## src/rtl/mem_reinit_ctrl.sv

```systemverilog
// Memory re-initialisation engine: streams a full fill or dump of an external
// synchronous RAM and otherwise passes user reads/writes through while idle.
//   state   | meaning
//   ST_IDLE | user port owns the memory; commands accepted
//   ST_FILL | in_* stream written to addresses 0..DEPTH_MEM-1
//   ST_DUMP | addresses 0..DEPTH_MEM-1 read out through a 2-entry FIFO
module mem_reinit_ctrl #(
  parameter int WID_MEM   = 36,
  parameter int DEPTH_MEM = 1024
) (
  input  logic               clk,
  input  logic               reset,
  input  logic               cmd_fill,
  input  logic               cmd_dump,
  input  logic               abort,
  output logic               busy,
  output logic               done,
  output logic               aborted,
  input  logic               in_valid,
  output logic               in_ready,
  input  logic [WID_MEM-1:0] in_data,
  output logic               out_valid,
  input  logic               out_ready,
  output logic [WID_MEM-1:0] out_data,
  input  logic               usr_we,
  input  logic [31:0]        usr_waddr,
  input  logic [WID_MEM-1:0] usr_din,
  input  logic               usr_re,
  input  logic [31:0]        usr_raddr,
  output logic               usr_rvalid,
  output logic [WID_MEM-1:0] usr_dout,
  output logic [15:0]        drop_cnt,
  output logic               mem_we,
  output logic [31:0]        mem_waddr,
  output logic [WID_MEM-1:0] mem_din,
  output logic [31:0]        mem_raddr,
  input  logic [WID_MEM-1:0] mem_dout
);

  localparam int            PW        = $clog2(DEPTH_MEM) + 1;
  localparam logic [PW-1:0] LAST_ADDR = PW'(DEPTH_MEM - 1);
  localparam logic [31:0]   DEPTH_32  = 32'(DEPTH_MEM);

  typedef enum logic [1:0] {
    ST_IDLE = 2'd0,
    ST_FILL = 2'd1,
    ST_DUMP = 2'd2
  } state_t;

  state_t             state_q, state_d;
  logic [PW-1:0]      fill_ptr_q, fill_ptr_d;
  logic [PW-1:0]      rd_ptr_q, rd_ptr_d;
  logic [PW-1:0]      pop_ptr_q, pop_ptr_d;
  logic               inflight_q, inflight_d;
  logic [1:0]         fifo_cnt_q, fifo_cnt_d;
  logic               fifo_wr_q, fifo_wr_d;
  logic               fifo_rd_q, fifo_rd_d;
  logic [WID_MEM-1:0] fifo_q [2];
  logic [WID_MEM-1:0] fifo_d [2];
  logic               done_q, done_d;
  logic               aborted_q, aborted_d;
  logic               usr_rvalid_q, usr_rvalid_d;
  logic [15:0]        drop_cnt_q, drop_cnt_d;

  logic               usr_in_range;
  logic               fill_wr;
  logic               pop;
  logic               rd_issue;
  logic               usr_drop;
  logic               leave;
  logic [2:0]         occ;

  // A read may issue only if the word it returns is guaranteed a FIFO slot.
  always_comb begin
    usr_in_range = (usr_waddr < DEPTH_32);
    fill_wr      = (state_q == ST_FILL) && in_valid;
    pop          = (fifo_cnt_q != 2'd0) && out_ready;
    occ          = 3'(fifo_cnt_q) + 3'(inflight_q);
    rd_issue     = (state_q == ST_DUMP) && (rd_ptr_q <= LAST_ADDR) &&
                   (occ < (3'd2 + 3'(pop)));
    usr_drop     = usr_we && ((state_q != ST_IDLE) || !usr_in_range);
  end

  always_ff @(posedge clk) begin
    if (reset) begin
      state_q      <= ST_IDLE;
      fill_ptr_q   <= '0;
      rd_ptr_q     <= '0;
      pop_ptr_q    <= '0;
      inflight_q   <= 1'b0;
      fifo_cnt_q   <= 2'd0;
      fifo_wr_q    <= 1'b0;
      fifo_rd_q    <= 1'b0;
      done_q       <= 1'b0;
      aborted_q    <= 1'b0;
      usr_rvalid_q <= 1'b0;
      drop_cnt_q   <= 16'd0;
    end else begin
      state_q      <= state_d;
      fill_ptr_q   <= fill_ptr_d;
      rd_ptr_q     <= rd_ptr_d;
      pop_ptr_q    <= pop_ptr_d;
      inflight_q   <= inflight_d;
      fifo_cnt_q   <= fifo_cnt_d;
      fifo_wr_q    <= fifo_wr_d;
      fifo_rd_q    <= fifo_rd_d;
      done_q       <= done_d;
      aborted_q    <= aborted_d;
      usr_rvalid_q <= usr_rvalid_d;
      drop_cnt_q   <= drop_cnt_d;
    end
  end

  always_ff @(posedge clk) begin
    fifo_q[0] <= fifo_d[0];
    fifo_q[1] <= fifo_d[1];
  end

  always_comb begin
    state_d   = state_q;
    done_d    = 1'b0;
    aborted_d = 1'b0;
    case (state_q)
      ST_IDLE: begin
        if (cmd_fill) begin
          state_d = ST_FILL;
        end else if (cmd_dump) begin
          state_d = ST_DUMP;
        end
      end
      ST_FILL: begin
        if (abort) begin
          state_d   = ST_IDLE;
          aborted_d = 1'b1;
        end else if (fill_wr && (fill_ptr_q == LAST_ADDR)) begin
          state_d = ST_IDLE;
          done_d  = 1'b1;
        end
      end
      ST_DUMP: begin
        if (abort) begin
          state_d   = ST_IDLE;
          aborted_d = 1'b1;
        end else if (pop && (pop_ptr_q == LAST_ADDR)) begin
          state_d = ST_IDLE;
          done_d  = 1'b1;
        end
      end
      default: state_d = ST_IDLE;
    endcase
  end

  always_comb begin
    leave        = (state_q != ST_IDLE) && (state_d == ST_IDLE);
    fill_ptr_d   = fill_ptr_q + PW'(fill_wr);
    rd_ptr_d     = rd_ptr_q + PW'(rd_issue);
    pop_ptr_d    = pop_ptr_q + PW'(pop);
    inflight_d   = rd_issue;
    fifo_cnt_d   = fifo_cnt_q + 2'(inflight_q) - 2'(pop);
    fifo_wr_d    = fifo_wr_q ^ inflight_q;
    fifo_rd_d    = fifo_rd_q ^ pop;
    fifo_d[0]    = fifo_q[0];
    fifo_d[1]    = fifo_q[1];
    if (inflight_q) begin
      fifo_d[fifo_wr_q] = mem_dout;
    end
    if (leave) begin
      fill_ptr_d = '0;
      rd_ptr_d   = '0;
      pop_ptr_d  = '0;
      inflight_d = 1'b0;
      fifo_cnt_d = 2'd0;
      fifo_wr_d  = 1'b0;
      fifo_rd_d  = 1'b0;
    end
    usr_rvalid_d = usr_re && (state_q == ST_IDLE);
    drop_cnt_d   = drop_cnt_q;
    if (usr_drop && (drop_cnt_q != 16'hFFFF)) begin
      drop_cnt_d = drop_cnt_q + 16'd1;
    end
  end

  always_comb begin
    busy       = (state_q != ST_IDLE);
    in_ready   = (state_q == ST_FILL);
    out_valid  = (fifo_cnt_q != 2'd0);
    out_data   = fifo_q[fifo_rd_q];
    done       = done_q;
    aborted    = aborted_q;
    usr_rvalid = usr_rvalid_q;
    usr_dout   = mem_dout;
    drop_cnt   = drop_cnt_q;
    mem_we     = fill_wr || ((state_q == ST_IDLE) && usr_we && usr_in_range);
    mem_waddr  = usr_waddr;
    mem_din    = usr_din;
    mem_raddr  = usr_raddr;
    if (state_q == ST_FILL) begin
      mem_waddr = 32'(fill_ptr_q);
      mem_din   = in_data;
    end
    if (state_q == ST_DUMP) begin
      mem_raddr = 32'(rd_ptr_q);
    end
  end

endmodule

```

## config.mk

```make
export PLATFORM = sky130hd
export DESIGN_NAME = mem_reinit_ctrl
export DESIGN_NICKNAME = d
export VERILOG_FILES = /design/src/rtl/mem_reinit_ctrl.sv
export SDC_FILE = /design/constraint.sdc
export NUM_CORES = 1
export LEC_CHECK = 0
export ABC_AREA = 1
export CAP_MARGIN = 30
export CORE_AREA = 4 4 145 147
export CTS_CLUSTER_DIAMETER = 60
export DETAILED_ROUTE_END_ITERATION = 10
export DIE_AREA = 0 0 149 151
export PLACE_DENSITY_LB_ADDON = 0.3
export REMOVE_ABC_BUFFERS = 1
export SLEW_MARGIN = 20
export SYNTH_ARGS = -nofsm -noshare
export SYNTH_HDL_FRONTEND = slang
export SYNTH_SLANG_ARGS = --single-unit
```

## constraint.sdc

```tcl
create_clock -name clk -period 3 [get_ports clk]
set_input_delay 0.45 -clock clk [delete_from_list [all_inputs] [get_ports clk]]
set_output_delay 0.45 -clock clk [all_outputs]
set_load 0.05 [all_outputs]
```

# --- Word level (Yosys, flattened, before mapping) ---
# Memories as Yosys holds them, arrays and structs flattened. A register that Yosys moved wholly into a read port is not among the register bits.
# Cells that the tools add are included.
# W data, S select, Z words.
word_totals:
  reg_bits: 59
  ram_bits: 72
  input_bits: 181
  out_inout_bits: 195
  elab_cells: 79
  mem_count: 1
classes:
  addsub: 8
  n_lt_le_gt_ge: 5
  eq_ne: 5
  mux: 21
  n_bitwise: 4
  reduce_logical: 23
mem_list:
  columns: ["name", "depth", "width", "rd", "rd_ports_with_merged_regs", "write_ports", "line", "rtl"]
  rows:
  - ["fifo_q", 2, 36, 3, 1, 2, "58", "logic [WID_MEM-1:0] fifo_q [2];"]
op_table:
  columns: ["operator", "n"]
  rows:
  - ["$bwmux W72", 1]
  - ["$mux W36", 2]
  - ["$mux W72", 1]
  - ["$mux W32", 2]
  - ["$demux W36 S1", 1]
  - ["$add A11 B1 Y11", 3]
  - ["$lt A32 B11 Y1 const B", 1]
  - ["$eq A11 B10 Y1 const B", 2]
  - ["$add A16 B1 Y16 const B", 1]
  - ["$ne A16 B16 Y1 const B", 1]
  - ["$logic_and A1 B1 Y1", 13]
  - ["$mux W2", 6]
  - ["$le A11 B10 Y1 const B", 1]
  - ["$mux W1", 6]
  - ["$pmux W2 S3", 1]
  - ["$reduce_or A2 Y1", 3]
  - ["$logic_not A2 Y1", 2]
  - ["$reduce_bool A2 Y1", 2]
  - ["$add A2 B1 Y3", 1]
  - ["$add A2 B1 Y3 const A", 1]
  - ["$lt A3 B3 Y1", 1]
  - ["$add A2 B1 Y2", 1]
  - ["$eq A2 B1 Y1 const B", 1]
  - ["$eq A2 B2 Y1 const B", 1]
  - ["9 further kinds", 11]

# --- Longest topological paths before layout ---
depth:
  ltp_word: 10
  mapped_depth: 15
  mapped_depth_nobuf: 15

# --- Least setup slack after synthesis ---
# Ideal clock, no wire load.
synth_timing:
  kind: "register to output"
  from: "reg state_q[1]"
  to: "out mem_waddr[10]"
  arrival_ns: 2.403
  required_time_ns: 2.550
  path_slack_ns: 0.147
  stages_incl_launch_ff: 6
  path_buffers: 2
  path_cell_list: "dfxtp_1 -> inv_1 -> ha_1 -> clkbuf_1 -> clkbuf_1 -> o21ai_0"
synth_between:
  elab_chain_cells: 2
synth_rtl:
  columns: ["item", "line", "rtl"]
  rows:
  - ["from (decl)", "50", "state_t state_q, state_d;"]
  - ["from (signal assigned)", "99", "state_q <= state_d;"]
  - ["$eq A2 B1 Y1", null, null]
  - ["named net in_ready", "20", "output logic in_ready,"]
  - ["$mux W32", "197", "if (state_q == ST_FILL) begin"]
  - ["to (decl)", "34", "output logic [31:0] mem_waddr,"]
# The timed path passes the listed nets, and every way through them passes these cells.

# --- Worst setup path in the final report ---
layout_timing:
  from: "reg state_q[1]"
  to: "out mem_waddr[16]"
layout_between:
  elab_chain_cells: 2
layout_rtl:
  columns: ["item", "line"]
  rows:
  - ["$eq A2 B1 Y1", "197"]
  - ["$mux W32", "197"]
# Every way passes these cells.

==> flow_metrics.env <==
export IMPL_status="finished clean"
export IMPL_grt_max_degree=38
export IMPL_track_usage=0.1926
export IMPL_required_ns=2.55
export IMPL_wl_mm=22.70
export IMPL_tns_ns=0
export IMPL_hold_start="drop_cnt[15]"
export IMPL_ys_types=30
export IMPL_area_growth_pct=61.61
export IMPL_met1Wirelength_mm=8.621
export IMPL_dp_cells=1413
export IMPL_fmax_ghz=0.3501
export IMPL_finalCriticalPeriod_ns=2.856
export IMPL_rows=52
export IMPL_post_route_period_util=0.9521
export IMPL_crit_chain="inv_1 > ha_4 > buf_4 > nor2_1 > clkdlybuf4s50_1"
export IMPL_core_area_sq_um=19910
export IMPL_top_layer_used="met4"
export IMPL_power_density_nw_per_um2=577.7
export IMPL_cp_slowest_cell="clkdlybuf4s50_1"
export IMPL_numCtsBuffers=17
export IMPL_synth_top_cells_by_area="edfxtp_1 (31%), dfxtp_1 (17%), nand2_1 (12%)"
export IMPL_r2r_start="state_q[0]"
export IMPL_yosysTopAreaCell="edfxtp_1"
export IMPL_synth_area_sq_um=6952
export IMPL_nets=1361
export IMPL_whs_endpoint="drop_cnt[15]"
export IMPL_cts_tree="built"
export IMPL_wl_per_cell_microns=15.68
export IMPL_nFillCells=1836
export IMPL_stdcell_count=1448
export IMPL_r2r_setup_slack_ns=0.40
export IMPL_yosysWarnings=0
export IMPL_root_buffer="clkbuf_16"
export IMPL_synth_top_area_frac=0.3110
export IMPL_finClkSkew_ns=0.007650
export IMPL_portBuffers=375
export IMPL_io_pin_count=376
export IMPL_path_class="reg -> out"
export IMPL_drtPass1Iterations=4
export IMPL_drt_initial_drc_count=221
export IMPL_leakage_nw=5.141
export IMPL_ant_nets=0
export IMPL_clkLatencyLatePin_ns=0.41
export IMPL_rr_endpoint="rd_ptr_q[10]"
export IMPL_slew_headroom=0.3973
export IMPL_maxCapViolations=0
export IMPL_drc=0
export IMPL_gp_congestion=0.8088
export IMPL_hold_path_depth=2
export IMPL_post_cts_resized=1
export IMPL_synthCells=820
export IMPL_num_vias=6359
export IMPL_avgSynthCellArea_sq_um=8.478
export IMPL_dr_wl_met3_mm=2.068
export IMPL_slew_viol_final=0
export IMPL_hp_class="reg -> reg"
export IMPL_ys_ff_latch=131
export IMPL_clock_sinks=131
export IMPL_die_h_microns=151
export IMPL_dp_hpwl_mm=18.06
export IMPL_wl_met2_mm=11.81
export IMPL_rsz0062_at_grt="false"
export IMPL_synth_seq_area_share=0.4809
export IMPL_h_tree_depth=4
export IMPL_setup_slack_ns=0.1437
export IMPL_max_vdd_ir_drop_mv=0.3094
export IMPL_cp_slowest_stage_delay_ns=0.82
export IMPL_holdBufCountCts=0
export IMPL_chipWidth_microns=149
export IMPL_worst_pin_slew_ns=0.9041
export IMPL_crit_family="buffers and inverters"
export IMPL_endpoint_kind="output port"
export IMPL_die_area_sq_um=22500
export IMPL_total_power_mw=6.490
export IMPL_clkTransAtPathRegs_ns=0.06
export IMPL_path_buf_inv=3
export IMPL_crit_fanout=24
export IMPL_grt_overflow_total=0
export IMPL_post_cts_setup_buffer_count=0
export IMPL_arrival_ns=2.41
export IMPL_finalSetupViolCount=0
export IMPL_start_util=0.3492
export IMPL_r2r_cells=13
export IMPL_hold_violations=0
export IMPL_fin_util=0.5643
export IMPL_drt_vias_per_instance=4.392
export IMPL_antenna_found_initial=1
export IMPL_place_ws_ns=0.07272
export IMPL_grt_pass1_vias=6109
export IMPL_clock_path_buffers=2
export IMPL_drive_gt1_frac=0.1667
export IMPL_worstSetupStartpointType="register"
export IMPL_grt_pass1_wl_mm=33.34
## through the flow
stage                     hold WS, ns  instance area [sq um]
after CTS                      0.5084                  11180
after global placement         0.4900                  10600
final                          0.5104                  11230
after global routing           0.5369                  11230
after floorplan                0.5139                   6545
after detailed placement       0.4960                  10600
## metal layers
layer / vias up / GRT usage
met5: - / 0
met4: 0 / 0.04256
met3: 13 / 0.07361
met2: 279 / 0.3474
met1: 2846 / 0.2163
li1: 3221 / -
## cells in the mapped netlist
cell / n
nand3_2: 3
a21oi_1: 17
buf_6: 4
nor2_1: 71
clkinv_1: 1
nand3b_1: 1
inv_2: 7
clkbuf_1: 11
nor3_1: 14
nand2_1: 231
o211ai_1: 1
mux2_2: 43
nand3_1: 19
nand2_2: 8
nand4_1: 9
nor3_4: 1
inv_1: 123
edfxtp_1: 72
xnor2_1: 10
nor3_2: 1
dfxtp_1: 59
nor4_1: 1
buf_1: 4
o21ai_0: 18
ha_1: 17
buf_2: 7
xor2_1: 29
and3_1: 1
a211oi_1: 1
buf_4: 36
## cell type report
type | count | area (sq um) | area share
Tap cell | 270 | 337.8 | 0.03007
Antenna cell | 2 | 5.005 | 0.0004455
Sequential cell | 131 | 3343 | 0.2976
Timing Repair Buffer | 386 | 3751 | 0.3339
Clock buffer | 17 | 425.4 | 0.03787
Multi-Input combinational cell | 496 | 2734 | 0.2433
Inverter | 131 | 491.7 | 0.04377
Clock inverter | 15 | 146.4 | 0.01303
## sequential cells by signal (all words and copies together), names as in the netlist, 2 cells and up
name and cells:
drop_cnt 16, fifo_cnt_q 2, fifo_q 72, fill_ptr_q 11, pop_ptr_q 11, rd_ptr_q 11
state_q 2
## tightest hold or removal path: cells and delay by family (launching register included)
family             cells  cell delay, ns
DFF                    1            0.34
and+or+nand+nor        1            0.07
AOI/OAI and AO/OA      1            0.06
## cell usage in the layout (no fill, tap or decap), types with 3 or more instances in the layout
cell type	netlist	routed
a21oi_1	17	17
buf_12	0	9
buf_4	36	89
clkbuf_16	0	17
clkdlybuf4s50_1	0	280
clkinv_4	0	3
dfxtp_1	59	59
dlymetal6s2s_1	0	8
edfxtp_1	72	72
ha_1	17	14
inv_1	123	123
inv_2	7	7
inv_6	0	5
mux2_2	43	43
nand2_1	231	231
nand2_2	8	8
nand3_1	19	19
nand3_2	3	3
nand4_1	9	9
nor2_1	71	71
nor3_1	14	14
o21ai_0	18	18
xnor2_1	10	10
xor2_1	29	29
## cells by family after synthesis
family / count (synthesis) / share of synthesized area
mux: 43 / 0.06965
simple gates: 360 / 0.2131
fa+ha+maj: 17 / 0.03060
flops: 131 / 0.4809
xor+xnor: 39 / 0.04913
compound gates: 37 / 0.02736
buf+inv: 193 / 0.1292
## how the worst max path moves through the flow
stage                    start             to  slack (ns)  depth (start not counted)
floorplan           state_q[1]  mem_waddr[10]        -1.0                          3
global placement     out_ready   rd_ptr_q[10]        0.11                         14
detailed placement   out_ready   rd_ptr_q[10]        0.07                         14
CTS                 state_q[1]  mem_waddr[13]        0.07                          5
global route        state_q[0]  mem_raddr[14]       0.006                          5
finish              state_q[1]  mem_waddr[16]        0.14                          5
## report_power, final
part           switching [mW]  internal (mW)  total, mW
Sequential             0.0306           1.95       1.98
Clock                   0.817           1.16       1.98
Combinational            1.67          0.862       2.53
(Power assumes the default switching activity.)
